<file path="src/rtl/membus_bridge.sv">
// Single-outstanding bridge from a valid/ready request/response bus to an
// SRAM-style memory port, with wait states, address checking and a response FIFO.
module membus_bridge #(
    parameter int SIZE        = 4096,
    parameter int WAIT_STATES = 0,
    parameter int RSP_DEPTH   = 2
) (
    input  logic        clk,
    input  logic        reset,
    input  logic        req_valid,
    output logic        req_ready,
    input  logic        req_write,
    input  logic [31:0] req_addr,
    input  logic [31:0] req_wdata,
    input  logic [3:0]  req_wstrb,
    output logic        rsp_valid,
    input  logic        rsp_ready,
    output logic [31:0] rsp_rdata,
    output logic        rsp_err,
    output logic        mem_rready,
    output logic        mem_wready,
    output logic [29:0] mem_raddr,
    output logic [29:0] mem_waddr,
    output logic [31:0] mem_wdata,
    output logic [3:0]  mem_wstrb,
    input  logic [31:0] mem_rdata
);

    localparam logic [1:0] IDLE    = 2'd0;
    localparam logic [1:0] ACCESS  = 2'd1;
    localparam logic [1:0] CAPTURE = 2'd2;

    localparam int PW = (RSP_DEPTH > 1) ? $clog2(RSP_DEPTH) : 1;

    logic [1:0]  state_reg;
    logic [3:0]  wait_reg;
    logic        write_reg;
    logic        err_reg;
    logic [29:0] addr_reg;
    logic [31:0] wdata_reg;
    logic [3:0]  wstrb_reg;

    logic [32:0] fifo_mem [RSP_DEPTH];
    logic [PW-1:0] rd_ptr_reg;
    logic [PW-1:0] wr_ptr_reg;
    logic [PW:0]   count_reg;

    logic        accept;
    logic        strobe;
    logic        push;
    logic        pop;
    logic [31:0] capture_data;

    assign req_ready = (state_reg == IDLE) && (count_reg < (PW+1)'(RSP_DEPTH));
    assign accept    = req_valid && req_ready;
    // Erroneous requests still walk through ACCESS so latency is uniform.
    assign strobe    = (state_reg == ACCESS) && (wait_reg == 4'd0) && !err_reg;
    assign push      = (state_reg == CAPTURE);
    assign pop       = rsp_valid && rsp_ready;

    assign mem_rready = strobe && !write_reg;
    assign mem_wready = strobe && write_reg;
    assign mem_raddr  = addr_reg;
    assign mem_waddr  = addr_reg;
    assign mem_wdata  = wdata_reg;

    genvar gi;
    generate
        for (gi = 0; gi < 4; gi++) begin : g_wstrb
            assign mem_wstrb[gi] = mem_wready & wstrb_reg[gi];
        end
    endgenerate

    assign capture_data = (!err_reg && !write_reg) ? mem_rdata : 32'd0;

    always_ff @(posedge clk or posedge reset) begin
        if (reset) begin
            state_reg <= IDLE;
            wait_reg  <= 4'd0;
            write_reg <= 1'b0;
            err_reg   <= 1'b0;
            addr_reg  <= 30'd0;
            wdata_reg <= 32'd0;
            wstrb_reg <= 4'd0;
        end else begin
            case (state_reg)
                IDLE: begin
                    if (accept) begin
                        write_reg <= req_write;
                        err_reg   <= (req_addr[1:0] != 2'b00) || (req_addr >= 32'(SIZE));
                        addr_reg  <= req_addr[31:2];
                        wdata_reg <= req_wdata;
                        wstrb_reg <= req_wstrb;
                        wait_reg  <= 4'(WAIT_STATES);
                        state_reg <= ACCESS;
                    end
                end
                ACCESS: begin
                    if (wait_reg != 4'd0) begin
                        wait_reg <= wait_reg - 4'd1;
                    end else begin
                        state_reg <= CAPTURE;
                    end
                end
                CAPTURE: state_reg <= IDLE;
                default: state_reg <= IDLE;
            endcase
        end
    end

    always_ff @(posedge clk or posedge reset) begin
        if (reset) begin
            rd_ptr_reg <= '0;
            wr_ptr_reg <= '0;
            count_reg  <= '0;
        end else begin
            if (push) wr_ptr_reg <= wr_ptr_reg + 1'b1;
            if (pop)  rd_ptr_reg <= rd_ptr_reg + 1'b1;
            case ({push, pop})
                2'b10:   count_reg <= count_reg + 1'b1;
                2'b01:   count_reg <= count_reg - 1'b1;
                default: count_reg <= count_reg;
            endcase
        end
    end

    // Storage needs no reset; count_reg gates every read of it.
    always_ff @(posedge clk) begin
        if (push) fifo_mem[wr_ptr_reg] <= {err_reg, capture_data};
    end

    assign rsp_valid = (count_reg != '0);
    assign {rsp_err, rsp_rdata} = rsp_valid ? fifo_mem[rd_ptr_reg] : 33'd0;

endmodule

</file>
<file path="config.mk">
export PLATFORM = sky130hd
export DESIGN_NAME = membus_bridge
export DESIGN_NICKNAME = d
export VERILOG_FILES = /design/src/rtl/membus_bridge.sv
export SDC_FILE = /design/constraint.sdc
export NUM_CORES = 1
export LEC_CHECK = 0
export ABC_AREA = 1
export CORE_MARGIN = 2
export CORE_UTILIZATION = 45
export CTS_CLUSTER_SIZE = 28
export DETAILED_ROUTE_END_ITERATION = 6
export DONT_BUFFER_PORTS = 1
export GPL_TIMING_DRIVEN = 0
export PLACE_DENSITY = 0.6
export SETUP_SLACK_MARGIN = 0.5
export SYNTH_ARGS = -nofsm -noshare
export SYNTH_HDL_FRONTEND = slang
export SYNTH_SLANG_ARGS = --single-unit
</file>
<file path="constraint.sdc">
create_clock -name clk -period 2.4 [get_ports clk]
set_input_delay 0.48 -clock clk [delete_from_list [all_inputs] [get_ports clk]]
set_output_delay 0.48 -clock clk [all_outputs]
set_load 0.1 [all_outputs]
</file>
* Word level (Yosys, flattened, before mapping) *
Memory sizes are Yosys's and may differ from the RTL's.
Index checks and enable logic that the tools add are counted.

storage, ports and cells
  bits in registers = 78
  memories = 1
  output and inout port bits = 133
  word-level logic and storage cells = 61
  input port bits = 105
  memory bits (writable) = 66

operators by class
  add/subtract/negate cells = 5
  equal/unequal tests = 7
  reduce and logical (&&, ||, !) cells = 21
  multiplexer cells = 11
  order comparisons = 2
  bitwise logic cells = 4

memory list
  name      depth  width  rd ports  clocked after memory_dff  write ports  RTL line  RTL
  fifo_mem  2      33     1         0                         1            43        logic [32:0] fifo_mem [RSP_DEPTH];

operator list
  cell                                                                                   number
  33-bit 2-to-1 mux                                                                      1
  32-bit by 13-bit greater-or-equal comparator with 1-bit output, second input constant  1
  32-bit 2-to-1 mux                                                                      1
  1-bit logical AND                                                                      8
  4-bit 2-to-1 mux                                                                       2
  2-bit case mux with 2 select lines                                                     2
  4-bit case mux with 2 select lines                                                     1
  2-bit nonzero test                                                                     4
  1-bit AND                                                                              4
  2-bit by 1-bit == test with 1-bit output, second input constant                        2
  2-bit == test, second input constant                                                   2
  4-bit logical NOT                                                                      1
  2-bit 2-to-1 mux                                                                       2
  2-bit inequality test, second input constant                                           2
  2-bit AND reduction                                                                    2
  4-bit nonzero test                                                                     1
  4-bit by 1-bit subtractor with 4-bit output, second input constant                     1
  3-bit AND reduction                                                                    1
  1-bit adder, second input constant                                                     2
  2-bit by 1-bit adder with 2-bit output, second input constant                          1
  1-bit logical NOT                                                                      2
  2-bit logical NOT                                                                      1
  2-bit less-than comparator, second input constant                                      1
  1-bit 2-to-1 mux                                                                       2
  3 further kinds                                                                        3

* Depth between registers and ports, before layout *
  depth after elaboration = 5
  gate-level depth with buffers = 7

* Worst setup path after synthesis *
No wires, ideal clock.

  path kind = register to output
  start = reg state_reg[1]
  end = out req_ready
  setup slack = -593 ps
  stages on the path, launching flop included = 2
  data arrival time = 2513 ps
  buffers on the path = 0
  cells stage by stage = dfrtp_1 > nor3_1

between the ends
  longest elaborated chain between the ends = 2

ends and longest elaborated chain
  element                 RTL line  RTL
  from (decl)             35        logic [1:0] state_reg;
  from (signal assigned)  78        state_reg <= IDLE;
  from (signal assigned)  95        state_reg <= ACCESS;
  from (signal assigned)  102       state_reg <= CAPTURE;
  2-bit logical NOT       54        assign req_ready = (state_reg == IDLE) && (count_reg < (PW+1)'(RSP_DEPTH));
  1-bit logical AND       54
  to (decl)               11        output logic req_ready,

No other way between the ends.

* Final worst setup path *
  start = reg wait_reg[0]
  end = out mem_wstrb[3]

between the ends
  longest elaborated chain between the ends = 5

ends and longest elaborated chain
  element                         RTL line  RTL
  from (decl)                     36        logic [3:0] wait_reg;
  from (signal assigned)          94        wait_reg <= 4'(WAIT_STATES);
  from (signal assigned)          100       wait_reg <= wait_reg - 4'd1;
  4-bit logical NOT               57        assign strobe = (state_reg == ACCESS) && (wait_reg == 4'd0) && !err_reg;
  1-bit logical AND (2 in a row)  57
  1-bit logical AND               62        assign mem_wready = strobe && write_reg;
  1-bit AND                       70        assign mem_wstrb[gi] = mem_wready & wstrb_reg[gi];
  to (decl)                       25        output logic [3:0] mem_wstrb,

No other way between the ends.

==> key figures <==
Status
  – Outcome: complete, but fails checks
  – Failing checks: negative setup slack

STA
  – Layout Skew: a little over 0.007 ns
  – RSZ-0062 raised after global routing: true
  – Actual slew at the worst max-slew pin: about 1.1 ns
  – Setup WS post-layout: -0.06554 ns
  – Final hold vios: 0
  – Final period utilization: 102.7%
  – Setup violations, final: 6
  – Achievable Freq: roughly 0.41 GHz
  – Max-slew headroom: between 20% and 30%
  – Final Max Tran Viols: 0
  – Post-route minimum period: around 2.5 ns

Placed design
  – Number of I/O port buffers: 0
  – Routability cong.: between 0.7 and 0.8
  – HPWL after detailed placement: 10,250 um

GRT
  – Vias in the first global route: about 4,700
  – GR peak layer: met2
  – Antenna violations before repair: 0
  – Total congestion overflow: 0
  – First-pass GRT wire length: 24,640 um
  – GR Util met2: between 30% and 40%
  – GRT Util Overall: between 20% and 30%
  – Met1 usage: 25.56%
  – Pin count of the biggest net entering global routing: 28
  – GR Util met3: around 7.9%

Synth
  – Synth Cell Area: about 6100 sq um
  – Syn Inst Count: approximately 650
  – Seq cells post-synth: approximately 140
  – Synth Net Count: about 750
  – Post-synth ARST share: a little over half
  – Post-synth EDFFs: 66
  – Ys flop type: dfrtp_1
  – Distinct cells, synth: 20
  – Mean Syn Cell Area: about 9.5 sq um
  – Ys Warns: 0
  – Sequential share of the synthesized area: between 60% and 70%

Worst setup path
  – Critical Path RT: 1.92 ns
  – CP Max Fanout: 5
  – Setup CP Type: reg -> out
  – Data arrival, critical path: a little under 2 ns
  – Startpoint type of the worst setup path: register
  – CP endpoint kind: primary output

Die
  – I/O Pins: between 200 and 250
  – Die Span Y: around 120 um
  – Die W: 120.6 um
  – Row count: 42
  – Initial Util: 46.23%
  – Core area: ~13,000 sq um
  – Full die area: between 10,000 and 15,000 sq um

Final layout
  – Final #Nets: just over 800
  – Diode count: 0
  – Area grow syn2layout: 41.73%
  – Largest reg by FF count: fifo_mem
  – Largest register FFs: 66
  – Post-layout util: 65.52%
  – Layout cells sized above 1: 37.66%

Clock network
  – Num CTS Buffers: 17
  – Worst skew pair latency: about 0.42 ns
  – CTS tree: yes
  – Root Driver: clkbuf_16
  – CTS H-tree lvls: 4
  – Max clock buf depth: 2
  – CTS sink count: roughly 140
  – CTS clk-pin slew, worst paths: roughly 0.060 ns

Routing
  – Final WL: approximately 16,000 um
  – Drt first pass iters: 5
  – Iteration-0 DRC Markers: around 240
  – Residual DRC count: 0
  – Drt wl/cell: between 15 and 20 um
  – Vias: 4,519
  – Via density: ~5.1
  – Antenna Nets Post-Route: 0

Flow run
  – Max cap viols: 0

Hold path
  – Hold WC Path Type: in -> async
## cell usage in the layout, fill, tap and decap left out, types with 2 or more instances in the layout
cell,netlist,final
buf_8,0,4
buf_4,35,25
buf_16,0,5
edfxtp_1,66,66
inv_2,1,3
nand2_1,263,205
dfrtp_4,0,30
nand2_4,0,38
nand3_4,0,2
clkbuf_16,0,23
dfrtp_1,78,45
buf_12,0,8
ha_1,3,2
a21oi_4,0,33
clkbuf_8,0,8
buf_2,17,9
nand3_1,8,7
buf_6,0,38
o21ai_0,11,11
nand2_2,0,20
xor2_1,4,4
nor2_4,2,10
clkinvlp_4,0,3
clkbuf_1,5,6
inv_1,54,48
dfrtp_2,0,3
nor2_1,56,49
clkinv_2,0,2
## synthesized netlist by cell type, types with 2 or more instances
master	instances	share of area (%)
ha_1	3	0.61
dfrtp_1	78	32
xor2_1	4	0.57
nor3_1	2	0.16
buf_2	17	1.4
edfxtp_1	66	32
nor2_2	2	0.20
nand2_1	263	16
a21oi_1	34	2.8
buf_4	35	4.3
inv_1	54	3.3
clkbuf_1	5	0.31
nand3_2	2	0.33
o21ai_0	11	0.90
nor2_1	56	3.4
nor2_4	2	0.37
nand3_1	8	0.65
## final cells by class
class	instances	area [sq um]
timing repair inverter	1	16.27
clock buffer	30	596.8
inverter	55	230.2
tap	176	220.2
timing repair buffer	39	533.0
sequential	144	4050
buffer	57	596.8
multi-input combinational	389	2424
fill	1026	4566
clock inverter	2	10.01
## logic make-up after synthesis
logic type	Yosys count	synth area share [%]
buffers and inverters	112	9.360
flip-flops	144	64.26
XOR/XNOR	5	0.7153
adder cells (fa/ha/maj)	3	0.6132
AND/OR/NAND/NOR	336	21.38
AO/OA/AOI/OAI	45	3.679
## final timing paths
check                                  start              end  slack (ns)  cells past startpoint
worst max-delay path             wait_reg[0]     mem_wstrb[3]       -0.07                      6
worst min register to register   wait_reg[3]      wait_reg[3]        0.55                      2
worst min-delay path                   reset    mem_wdata[30]        0.02                      1
worst max register to register       err_reg  fifo_mem[0][18]        0.68                      4
min in group clk                req_addr[19]    mem_raddr[17]        0.17                      2
max in group asynchronous              reset    mem_raddr[21]        1.81                      2
## routing by layer
layer,up-vias,share of wire [%]
li1,2103,-
met1,2203,38
met2,188,52
met3,25,7.8
met4,0,2.0
met5,-,0
## timing repair
action / 4_1_cts / 5_1_grt
pin swaps: 46 / 25
setup buffers: 18 / 10
setup endpoints to repair: 73 / 63
gates resized for setup: 201 / 34
hold buffers: 0 / 0
cloned: 7 / 1
## critical path, cell delays in order, from the launching register on
cell and delay, ns:
dfrtp_1 0.40, inv_2 0.09, ha_4 0.15, nand3_4 0.07
nor2_4 0.14, nand3_4 0.16, nor2_4 0.55
## through the flow
step / TNS [ns] / area, sq um / hold slack, ns / cells / setup WS (ns)
2_1_floorplan: -3.804 / 6584 / 0.4641 / 645 / -0.05763
3_3_place_gp: -60.80 / 6804 / 0.5201 / 821 / -0.9222
5_1_grt: -1.177 / 8677 / 0.04143 / 893 / -0.1586
6_report: -0.2889 / 8677 / 0.01654 / 893 / -0.06554
4_1_cts: -0.3674 / 8451 / 0.01607 / 882 / -0.09323
3_5_place_dp: -0.07318 / 6913 / 0.4664 / 825 / -0.07318
Power is not shown: default switching activity piles up to over one toggle a cycle in this logic, so the estimate is an artifact.
